`src/rtl/ac_dc_probe_pkg.sv`:
```
// ac_dc_probe_pkg: shared state type, accumulator width helpers and window length.
package ac_dc_probe_pkg;
  typedef enum logic [1:0] {IDLE, ACC, DONE} state_t;
  function automatic int dc_w(input int dw, input int log2n);
    return dw + log2n;
  endfunction
  function automatic int iq_w(input int dw, input int rw, input int log2n);
    return dw + rw + log2n;
  endfunction
  function automatic longint win_len(input int log2n);
    return longint'(1) << log2n;
  endfunction
endpackage

```
`src/rtl/ac_dc_probe_mac.sv`:
```
// ac_dc_probe_mac: one signed multiply-accumulate lane.
//   clk, rst : clock, synchronous active-high reset
//   i_clr    : clear the sum
//   i_en     : add i_data*i_ref this cycle
//   i_data   : signed sample
//   i_ref    : signed reference
//   o_sum    : registered running sum
//   o_next   : sum including the current product, used to capture the record
module ac_dc_probe_mac #(
  parameter int DW = 16,
  parameter int RW = 16,
  parameter int AW = 42
) (
  input  logic                 clk,
  input  logic                 rst,
  input  logic                 i_clr,
  input  logic                 i_en,
  input  logic signed [DW-1:0] i_data,
  input  logic signed [RW-1:0] i_ref,
  output logic signed [AW-1:0] o_sum,
  output logic signed [AW-1:0] o_next
);
  logic signed [DW+RW-1:0] w_prod;
  logic signed [AW-1:0]    r_sum;
  assign w_prod = i_data * i_ref;
  assign o_next = r_sum + {{(AW-DW-RW){w_prod[DW+RW-1]}}, w_prod};
  assign o_sum  = r_sum;
  always_ff @(posedge clk) begin
    if (rst || i_clr) r_sum <= '0;
    else if (i_en) r_sum <= o_next;
  end
endmodule

```
`src/rtl/ac_dc_probe.sv`:
```
// ac_dc_probe: windowed DC mean and I/Q correlation of a sample stream.
//   start/busy         : window request (honoured only in IDLE) / ACC or DONE
//   s_valid/s_ready    : sample handshake; s_data sample, s_cos/s_sin reference
//   m_valid/m_ready    : result handshake; m_dc mean, m_i/m_q raw correlation sums
//   PROBE_IQ_EN        : when defined, builds the I/Q lanes; otherwise m_i/m_q are 0
module ac_dc_probe
  import ac_dc_probe_pkg::*;
#(
  parameter int DW    = 16,
  parameter int RW    = 16,
  parameter int LOG2N = 10
) (
  input  logic                          clk,
  input  logic                          rst,
  input  logic                          start,
  output logic                          busy,
  input  logic                          s_valid,
  output logic                          s_ready,
  input  logic signed [DW-1:0]          s_data,
  input  logic signed [RW-1:0]          s_cos,
  input  logic signed [RW-1:0]          s_sin,
  output logic                          m_valid,
  input  logic                          m_ready,
  output logic signed [DW-1:0]          m_dc,
  output logic signed [DW+RW+LOG2N-1:0] m_i,
  output logic signed [DW+RW+LOG2N-1:0] m_q
);
  localparam int DCW = dc_w(DW, LOG2N);
  localparam int IQW = iq_w(DW, RW, LOG2N);
  localparam logic [LOG2N-1:0] LAST = LOG2N'(win_len(LOG2N) - 1);
  state_t                r_state, w_state_nxt;
  logic [LOG2N-1:0]      r_cnt;
  logic signed [DCW-1:0] r_sum_dc, w_dc_next;
  logic signed [DW-1:0]  r_m_dc, w_dc_mean;
  logic                  w_clr, w_acc, w_last, w_unused;
  always_comb begin
    w_state_nxt = r_state;
    s_ready     = r_state == ACC;
    busy        = r_state != IDLE;
    m_valid     = r_state == DONE;
    w_clr       = r_state == IDLE && start;
    w_acc       = s_valid && s_ready;
    w_last      = w_acc && r_cnt == LAST;
    if (w_clr) w_state_nxt = ACC;
    if (w_last) w_state_nxt = DONE;
    if (m_valid && m_ready) w_state_nxt = IDLE;
  end
  assign w_dc_next = r_sum_dc + {{LOG2N{s_data[DW-1]}}, s_data};
  // Bits [LOG2N +: DW] of the sum are exactly sum >>> LOG2N (floor), already in DW bits.
  assign w_dc_mean = w_dc_next[LOG2N +: DW];
  assign m_dc      = r_m_dc;
  always_ff @(posedge clk) begin
    if (rst) begin
      r_state  <= IDLE;
      r_cnt    <= '0;
      r_sum_dc <= '0;
      r_m_dc   <= '0;
    end else begin
      r_state <= w_state_nxt;
      if (w_clr) begin
        r_cnt    <= '0;
        r_sum_dc <= '0;
      end else if (w_acc) begin
        r_cnt    <= r_cnt + 1'b1;
        r_sum_dc <= w_dc_next;
      end
      if (w_last) r_m_dc <= w_dc_mean;
    end
  end
`ifdef PROBE_IQ_EN
  logic signed [IQW-1:0] w_i_sum, w_i_next, w_q_sum, w_q_next, r_m_i, r_m_q;
  ac_dc_probe_mac #(.DW(DW), .RW(RW), .AW(IQW)) u_mac_i (
    .clk(clk), .rst(rst), .i_clr(w_clr), .i_en(w_acc),
    .i_data(s_data), .i_ref(s_cos), .o_sum(w_i_sum), .o_next(w_i_next)
  );
  ac_dc_probe_mac #(.DW(DW), .RW(RW), .AW(IQW)) u_mac_q (
    .clk(clk), .rst(rst), .i_clr(w_clr), .i_en(w_acc),
    .i_data(s_data), .i_ref(s_sin), .o_sum(w_q_sum), .o_next(w_q_next)
  );
  always_ff @(posedge clk) begin
    if (rst) begin
      r_m_i <= '0;
      r_m_q <= '0;
    end else if (w_last) begin
      r_m_i <= w_i_next;
      r_m_q <= w_q_next;
    end
  end
  assign m_i      = r_m_i;
  assign m_q      = r_m_q;
  assign w_unused = ^{w_i_sum, w_q_sum};
`else
  assign m_i      = '0;
  assign m_q      = '0;
  assign w_unused = ^{s_cos, s_sin};
`endif
endmodule

```
`config.mk`:
```
export PLATFORM = sky130hd
export DESIGN_NAME = ac_dc_probe
export DESIGN_NICKNAME = d
export VERILOG_FILES = /design/src/rtl/ac_dc_probe_pkg.sv /design/src/rtl/ac_dc_probe_mac.sv /design/src/rtl/ac_dc_probe.sv
export SDC_FILE = /design/constraint.sdc
export NUM_CORES = 1
export LEC_CHECK = 0
export CAP_MARGIN = 10
export CORE_ASPECT_RATIO = 0.7
export CORE_UTILIZATION = 45
export DETAILED_ROUTE_END_ITERATION = 6
export HOLD_SLACK_MARGIN = 0.02
export PLACE_DENSITY = 0.93
export SLEW_MARGIN = 20
export SYNTH_ARGS = -nofsm -noshare
export SYNTH_HDL_FRONTEND = slang
export SYNTH_SLANG_ARGS = --single-unit
```
`constraint.sdc`:
```
create_clock -name clk -period 3.88 [get_ports clk]
set_input_delay 0.97 -clock clk [delete_from_list [all_inputs] [get_ports clk]]
set_output_delay 0.97 -clock clk [all_outputs]
set_load 0.02 [all_outputs]
```
==> flow_metrics.env <==
export IMPL_initial_utilization=0.472
export IMPL_fin_nets=630
export IMPL_ant_nets=0
export IMPL_firstDrtPassIters=5
export IMPL_met2_usage=0.354
export IMPL_clk_pin_slew_worst_paths_ns=0.07
export IMPL_chipWidth_um=116
export IMPL_vias=3512
export IMPL_die_y_um=81.6
export IMPL_max_slew_margin=0.440
export IMPL_tightestPinTransition_ns=0.840
export IMPL_crit_path_end_kind="flip-flop"
export IMPL_synth_top_cell_area_share=0.266
export IMPL_seq_area_frac_synth=0.266
export IMPL_drt_total_wl_mm=9.53
export IMPL_cts_hold_buf=0
export IMPL_grt_pass1_wl_mm=15.4
export IMPL_io_pins=156
export IMPL_rows=28
export IMPL_met1_usage=0.253
export IMPL_antenna_found_initial=0
export IMPL_finClkSkew_ns=0.00897
export IMPL_status="finished clean"
export IMPL_clockBufferDepth=2
export IMPL_cellPowerDensity_nw_per_um2=299
export IMPL_cp_arrival_ns=3.76
export IMPL_top_usage_layer="met2"
export IMPL_grt_pass1_vias=3330
export IMPL_syn_avg_cell_area_um2=7.87
export IMPL_drc_errors=0
export IMPL_cp_top_family="compound AO/OA/AOI/OAI gates"
export IMPL_syn_cell_area_um2=4070
export IMPL_max_clock_freq_mhz=279
export IMPL_crit_top_cell="o21ai_1"
export IMPL_synthFlopType="dfxtp_1"
export IMPL_max_cap_violations=0
export IMPL_synth_edf_count=0
export IMPL_rsz0062_at_grt="false"
export IMPL_core_um2=8620
export IMPL_tritoncts="yes"
export IMPL_synthArstFlopShare=0
export IMPL_root_buffer="clkbuf_16"
export IMPL_cts_htree_levels=2
export IMPL_numCtsBuffers=5
export IMPL_final_layout_size_suffix_gt1_frac=0.0563
export IMPL_clkLatencyLatePin_ns=0.29
export IMPL_ir_drop_mv=0.184
export IMPL_finalCritPeriodShare=0.925
export IMPL_cts_resized=0
export IMPL_track_usage=0.206
export IMPL_syn_inst=517
export IMPL_synth_warnings=0
export IMPL_hold_viol=0
export IMPL_detail_route_wl_per_cell_um=14.2
export IMPL_cp_max_fo=3
export IMPL_period_minus_slack_ns=3.59
export IMPL_drv_slew=0
export IMPL_viasPerCell=5.23
export IMPL_total_power_w=0.00132
export IMPL_p_leak_nw=1.85
export IMPL_setup_viol_count_final=0
export IMPL_start_kind="input port"
export IMPL_yosysTopAreaCell="dfxtp_1"
export IMPL_synth_area_leaders="dfxtp_1 27%, buf_4 15%, ha_1 8.0%"
export IMPL_clock_sinks=54
export IMPL_num_antenna_cells=0
export IMPL_die_area_um2=9430
export IMPL_syn2layout_area_growth_pct=8.49
export IMPL_hp_class="flip-flop to flip-flop"
export IMPL_dpl_hpwl_mm=7.08
export IMPL_worstPathRequired_ns=4.05
export IMPL_grt_use_met3=0.0480
export IMPL_grt_max_degree=32
export IMPL_drt_iter0_markers=221
export IMPL_yosysMostFrequentCell="buf_4"
export IMPL_crit_buf_inv=2
export IMPL_crit_chain="clkdlybuf4s50_1, ha_1, inv_1, fa_1, and2b_1, o2111ai_1, a31oi_2, a221oi_1, o21ai_1, xnor2_1, o21ai_1"
export IMPL_ys_ff_latch=54
export IMPL_max_stage_delay_ns=0.57
export IMPL_ys_top_cells_by_count="84 x buf_4, 67 x nand2_1, 54 x dfxtp_1"
export IMPL_synth_cell_types=61
export IMPL_slowest_stage="a221oi_1"
export IMPL_io_buffers=39
export IMPL_path_class="input port to flip-flop"
export IMPL_grt_ovfl_total=0
export IMPL_place_gp_congestion=0.915
export IMPL_setup_tns_ns=0
export IMPL_post_cts_buffers=0
-- layout make-up --
class	count	area, um2
Multi-Input combinational cell	430	2540
Fill cell	832	4200
Tap cell	120	150
Inverter	12	45.0
Clock inverter	3	23.8
Timing Repair Buffer	47	450
Clock buffer	5	125
Sequential cell	54	1080
-- routing by layer --
layer	wire [um]	vias to the layer above
met5	0	-
met3	627	18
met2	4610	134
met1	4140	1638
met4	155	0
li1	-	1722
-- cell usage in the layout, fill, tap and decap left out, types with 13 or more instances in the layout --
| cell | n |
|---|---|
| conb_1 | 84 |
| a21o_1 | 13 |
| nor2_1 | 19 |
| clkdlybuf4s50_1 | 39 |
| ha_1 | 26 |
| o21ai_0 | 19 |
| nand2_1 | 67 |
| a21oi_1 | 47 |
| nand3_1 | 23 |
| dfxtp_1 | 54 |
-- flip-flops by register name (all words and copies together), names as in the netlist --
| name | cells |
|---|---|
| m_dc | 16 |
| r_cnt | 10 |
| r_state | 2 |
| r_sum_dc | 26 |
-- metrics by stage --
stage | worst slack [ns] | instances | hold WS, ns | cell area (um2) | util
6_report | 0.292 | 671 | 0.457 | 4410 | 0.512
5_1_grt | 0.161 | 671 | 0.475 | 4410 | 0.512
4_1_cts | 0.353 | 671 | 0.458 | 4410 | 0.512
3_5_place_dp | 0.105 | 663 | 0.450 | 4270 | 0.495
3_3_place_gp | 0.206 | 663 | 0.442 | 4270 | 0.495
2_1_floorplan | 0.837 | 600 | 0.436 | 4380 | -
-- worst min-delay path, cell delays in order (launching register included) --
cell and delay [ns]:
dfxtp_1 0.31, nand2_1 0.05, a21oi_1 0.05
-- report_power, final --
group | leakage [nW] | internal [W] | switching (W) | total, W
clock | 0.0664 | 0.000242 | 0.000213 | 0.000455
combinational | 1.35 | 0.0000906 | 0.000202 | 0.000293
sequential | 0.437 | 0.000564 | 0.00000739 | 0.000572
total | 1.85 | 0.000897 | 0.000423 | 0.00132
-- cell families after synthesis --
family | synth area share
DFF | 0.266
buffers and inverters | 0.188
and+or+nand+nor | 0.194
AOI/OAI and AO/OA | 0.214
muxes | 0.00492
xor gates and xnor gates | 0.0474
other | 0.000922
adders and majority gates | 0.0849
-- final timing paths --
check                              endpoint  cells after the start                 startpoint  slack (ns)
setup reg to reg  r_sum_dc[20]$_SDFFE_PP0P_                     10   r_sum_dc[0]$_SDFFE_PP0P_        1.09
hold / removal    r_sum_dc[10]$_SDFFE_PP0P_                      2  r_sum_dc[10]$_SDFFE_PP0P_        0.46
hold reg to reg   r_sum_dc[10]$_SDFFE_PP0P_                      2  r_sum_dc[10]$_SDFFE_PP0P_        0.46
setup / recovery  r_sum_dc[20]$_SDFFE_PP0P_                     11                  s_data[0]        0.29
(Power assumes the default switching activity.)
